File: src/rtl/proxy_fifo_bridge.sv
// Driver-to-proxy FIFO bridge: first-word fall-through buffer with either
// backpressure or drop-on-full admission, plus transfer and drop counters.
module proxy_fifo_bridge #(
  parameter int unsigned DATA_W    = 8,
  parameter int unsigned DEPTH     = 4,
  parameter int unsigned DROP_MODE = 0,
  parameter int unsigned CNT_W     = 16
) (
  input  logic                     clk,
  input  logic                     rst_n,
  input  logic [DATA_W-1:0]        driver_data,
  input  logic                     driver_valid,
  output logic                     driver_ready,
  output logic [DATA_W-1:0]        proxy_data,
  output logic                     proxy_valid,
  input  logic                     proxy_ready,
  input  logic                     flush,
  output logic [$clog2(DEPTH):0]   level,
  output logic [CNT_W-1:0]         xfer_cnt,
  output logic [CNT_W-1:0]         drop_cnt
);

  localparam int unsigned AW = $clog2(DEPTH);
  localparam int unsigned LW = AW + 1;

  logic [DATA_W-1:0] mem_q [DEPTH];
  logic [AW-1:0]     wr_ptr_q, wr_ptr_d;
  logic [AW-1:0]     rd_ptr_q, rd_ptr_d;
  logic [LW-1:0]     level_q, level_d;
  logic [CNT_W-1:0]  xfer_q, xfer_d;
  logic [CNT_W-1:0]  drop_q, drop_d;

  logic full, push, pop, drop;

  // Full is judged on the registered level, so a same-cycle pop never frees a slot.
  assign full         = (level_q == LW'(DEPTH));
  assign driver_ready = (DROP_MODE != 0) ? 1'b1 : (!full && !flush);
  assign proxy_valid  = (level_q != '0);
  assign proxy_data   = proxy_valid ? mem_q[rd_ptr_q] : '0;
  assign level        = level_q;
  assign xfer_cnt     = xfer_q;
  assign drop_cnt     = drop_q;

  assign push = driver_valid && driver_ready && !flush && !full;
  assign pop  = proxy_valid && proxy_ready;
  assign drop = (DROP_MODE != 0) && driver_valid && (full || flush);

  always_comb begin
    wr_ptr_d = wr_ptr_q;
    rd_ptr_d = rd_ptr_q;
    level_d  = level_q;
    xfer_d   = xfer_q;
    drop_d   = drop_q;

    if (pop) xfer_d = xfer_q + CNT_W'(1);
    if (drop && (drop_q != '1)) drop_d = drop_q + CNT_W'(1);

    if (flush) begin
      wr_ptr_d = '0;
      rd_ptr_d = '0;
      level_d  = '0;
    end else begin
      // Power-of-two depth: pointer wrap falls out of natural overflow.
      if (push) wr_ptr_d = wr_ptr_q + AW'(1);
      if (pop)  rd_ptr_d = rd_ptr_q + AW'(1);
      unique case ({push, pop})
        2'b10:   level_d = level_q + LW'(1);
        2'b01:   level_d = level_q - LW'(1);
        default: level_d = level_q;
      endcase
    end
  end

  always_ff @(posedge clk or negedge rst_n) begin
    if (!rst_n) begin
      wr_ptr_q <= '0;
      rd_ptr_q <= '0;
      level_q  <= '0;
      xfer_q   <= '0;
      drop_q   <= '0;
    end else begin
      wr_ptr_q <= wr_ptr_d;
      rd_ptr_q <= rd_ptr_d;
      level_q  <= level_d;
      xfer_q   <= xfer_d;
      drop_q   <= drop_d;
    end
  end

  always_ff @(posedge clk) begin
    if (push) mem_q[wr_ptr_q] <= driver_data;
  end

endmodule

File: config.mk
export PLATFORM = sky130hd
export DESIGN_NAME = proxy_fifo_bridge
export DESIGN_NICKNAME = d
export VERILOG_FILES = /design/src/rtl/proxy_fifo_bridge.sv
export SDC_FILE = /design/constraint.sdc
export NUM_CORES = 1
export LEC_CHECK = 0
export ABC_AREA = 1
export ABC_CLOCK_PERIOD_IN_PS = 2300
export CAP_MARGIN = 20
export CORE_MARGIN = 8
export CORE_UTILIZATION = 45
export CTS_CLUSTER_DIAMETER = 80
export DETAILED_ROUTE_END_ITERATION = 16
export HOLD_SLACK_MARGIN = 0.1
export PLACE_DENSITY_LB_ADDON = 0.05
export SYNTH_ARGS = -nofsm -noshare
export SYNTH_HDL_FRONTEND = slang
export SYNTH_SLANG_ARGS = --single-unit
File: constraint.sdc
create_clock -name clk -period 2.3 [get_ports clk]
set_input_delay 0.46 -clock clk [delete_from_list [all_inputs] [get_ports clk]]
set_output_delay 0.46 -clock clk [all_outputs]
set_load 0.05 [all_outputs]
==> results.env, run 1 <==
STATUS='complete, no violations'
SWITCHING_SHARE_PCT=42.2
WIRELENGTH_MM=5.66
CP_MAX_FO=19
CHIPHEIGHT_UM=93.8
CRITICALPATHCATEGORY='register to output pin'
POWER.SHARE.COMBINATIONAL_PCT=45.1
GLOBAL_ROUTE_WIRE_LENGTH_BEFORE_REPAIR_MM=9.27
POSTROUTEANTENNANETS=0
REGTOREGSETUPSLACK_NS=0.42
GRT_UTIL_ALL_LAYERS_PCT=13.3
MIN_PERIOD_NS=2.15
CTS-ROOT-TO-SINK-BUFFERS=2
PEAKVDDDROP_V=0.000736
START_KIND='register'
NETLIST_AREA_UM2=2720
AREA_GROWTH_SYN_TO_LAYOUT_PCT=24.9
FINAL_COMMON_CELL='nor2_1'
GRT_MAX_DEGREE=24
DP.FINAL_HPWL_MM=4.17
PORT_BUFFERS=41
FINALNONFILLERCELLS=417
SYNTH_EDF_COUNT=32
WORST_EP_ARRIVAL_TIME_NS=1.69
POSTSYNTHCELLCOUNT=288
POSTSYNTH.ASYNCRESETSHARE_PCT=41.8
CTSROOTBUFFERMASTER='clkbuf_8'
WORST_SLEW_MARGIN_REL_PCT=65.7
INTERNAL-POWER_W=0.00188
WORST-R2R-CELL-COUNT=11
GP_CONGESTION=0.874
CLOCK-SKEW-FINAL_NS=0.00440
TRITONCTS='done'
TIMING.FINAL.MAX_SLEW_VIOLATIONS=0
FIN_UTIL_PCT=57.8
FIN_NETS=360
YS.FLOP_TYPE='edfxtp_1'
ROUTED_WIRE_LENGTH_PER_INSTANCE_UM=13.6
SYN_AVG_CELL_AREA_UM2=9.46
TIMING.CRITICAL_PATH.FROM='rd_ptr_q[0]$_DFFE_PN0P_'
SYNTH_SEQUENTIAL_AREA_RATIO_PCT=56.4
DETAILEDROUTE.FIRSTPASSITERATIONCOUNT=4
MAX_FREQ_MHz=466
GRT_PASS1_VIAS=1891
WORSTSETUPENDPOINTTYPE='output pin'
VIAS=2027
WORSTSKEWPAIRLATENCY_NS=0.30
CLOCK_SINK_COUNT=55
UNREPAIRED_SETUP_ENDPOINTS_AFTER_GLOBAL_ROUTING='no'
HOLDBUFCOUNTCTS=0
DIE_X_UM=93.8
MAXCAPVIOLATIONS=0
DRC_ERRORS_LEFT=0
CRITICAL_PATH_REQUIRED_NS=1.84
HOLD_VIOLATIONS=0
INSERTEDDIODECOUNT=0
WORST_SLACK_NS=0.154
STD_CELL_ROWS=28
COREAREA_UM2=5890
SYNTH-SEQ-CELLS=55
SYNTH_WARNINGS=0
ANTENNA_FOUND_INITIAL=0
P_SW_W=0.00137
LEAKAGEPOWER_nW=1.44
HOLD_CLASS='input pin to async pin'
MAXIMUM_LEVEL_OF_THE_CTS_H_TREE=2
FIN_CRIT_SH_PCT=93.3
TIGHTESTPINTRANSITION_NS=0.513
NUMBER_OF_VIOLATIONS_REPORTED_AT_THE_END_OF_DETAILED_ROUTING_ITERATION_0=102
CLK_PIN_SLEW_NS=0.09
PLACED_CELL_AREA_UM2=3300
FINAL_DESIGN_AREA_NO_FILL_UM2=3400
SETUP-VIOLATIONS-FINAL=0
DPL_WORST_SLACK_NS=0.0375
VIAS_PER_CELL=4.86
STARTPOINT_OF_THE_LOWEST_SLACK_REGISTER_TO_REGISTER_PATH='level[1]$_DFFE_PN0P_'
INITIAL_CORE_UTIL_PCT=46.3
IOPINCOUNT=58
LAYOUT_COMMON_CELLS='nor2_1, nand2_1, edfxtp_1'
LAYOUT-DRIVE-GT1-SHARE_PCT=13.2
TRITONCTS.NUM_BUFFERS=5
SYNTHDISTINCTLIBCELLS=28
P_PER_AREA_nW_PER_UM2=957
NUMPLACEDINSTANCES=409
POWER.SHARE.CLOCK_PCT=16.1
GRT.OVERFLOW.TOTAL=0
DESIGN.DIE.AREA_UM2=8800
TOTAL_POWER_OF_THE_FINAL_LAYOUT_W=0.00326
POST_CTS.REPAIR.SETUP_BUFFERS=0
CRITICAL_PATH.REG2REG.ENDPOINT='level[2]$_DFFE_PN0P_'
RELATIVE_CONTRIBUTION_OF_SEQUENTIAL_CELLS_TO_TOTAL_POWER_PCT=38.8
[area by class of cell]
cell class / instances / area (um^2)
Clock inverter: 3 / 25.0
Sequential cell: 55 / 1540
Timing Repair Buffer: 53 / 588
Multi-Input combinational cell: 201 / 992
Fill cell: 519 / 2480
Clock buffer: 5 / 68.8
Inverter: 25 / 95.1
Tap cell: 75 / 93.8
[what timing repair did]
| item | in CTS | in global routing |
|---|---|---|
| gates resized for setup | 1 | 2 |
| setup endpoints to repair | 8 | 7 |
| pin swaps | 0 | 0 |
[how the worst max path moves through the flow]
stage / to / slack, ns / depth (start not counted)
2_1_floorplan: proxy_data[0] / -0.21 / 4
3_3_place_gp: level[2]$_DFFE_PN0P_ / 0.11 / 11
3_5_place_dp: level[2]$_DFFE_PN0P_ / 0.04 / 11
4_1_cts: proxy_data[6] / 0.06 / 5
5_1_grt: proxy_data[1] / 0.02 / 5
6_report: proxy_data[1] / 0.15 / 4
[per-layer routing]
| metal | routed length [um] | GRT usage [%] | up-vias | part of all wire [%] |
|---|---|---|---|---|
| li1 | - | - | 1019 | - |
| met1 | 2590 | 17.4 | 956 | 46 |
| met2 | 2690 | 21.5 | 50 | 48 |
| met3 | 355 | 3.36 | 2 | 6.3 |
| met4 | 22 | 3.17 | 0 | 0.39 |
| met5 | 0 | 0 | - | 0 |
[critical path, cell delays in order, from the launching register on]
cell and delay (ns):
dfrtp_2 0.50, inv_2 0.26, o21ai_0 0.14, a21oi_1 0.30
buf_12 0.18
[logic make-up after synthesis]
| kind of cell | synth area share, % |
|---|---|
| other | 0.138 |
| buffers and inverters | 9.23 |
| AO/OA/AOI/OAI | 6.48 |
| adder cells (fa/ha/maj) | 3.03 |
| XOR/XNOR | 3.22 |
| flip-flops | 56.4 |
| AND/OR/NAND/NOR | 21.5 |
[synth_stat cells, types with 7 or more instances]
master	instances	area [um^2]
nand4_1	7	43.8
dfrtp_1	23	576
a21oi_1	10	50.1
buf_4	17	128
inv_1	21	78.8
edfxtp_1	32	961
nand2_1	50	188
nand3_1	14	70.1
nor2_1	53	199
o21ai_0	22	110
[flip-flops by register name, indices dropped and copies added, names as in the netlist]
register,count
mem_q,32
xfer_cnt,16
level,3
rd_ptr_q,2
wr_ptr_q,2
[stage by stage]
step | TNS (ns) | hold WS, ns
6_report | 0 | 0.509
4_1_cts | 0 | 0.514
3_3_place_gp | 0 | 0.515
5_1_grt | 0 | 0.528
3_5_place_dp | 0 | 0.510
2_1_floorplan | -1.66 | 0.164
[power by group through the flow]
stage                     Combinational (W)  Sequential (W)  Clock [W]
after CTS                           0.00149         0.00126   0.000548
after global placement              0.00147         0.00128          0
after detailed placement            0.00149         0.00128          0
final                               0.00147         0.00126   0.000523
after global routing                0.00157         0.00129   0.000578
after floorplan                    0.000740         0.00146          0
Power figures use the tool's default switching activity.
==> run 2, diff against run 1 <==
- ABC_CLOCK_PERIOD_IN_PS: 2300 -> default
==> results of run 2 <==
No change in the layout: final DEF, timing and power equal those of run 1.
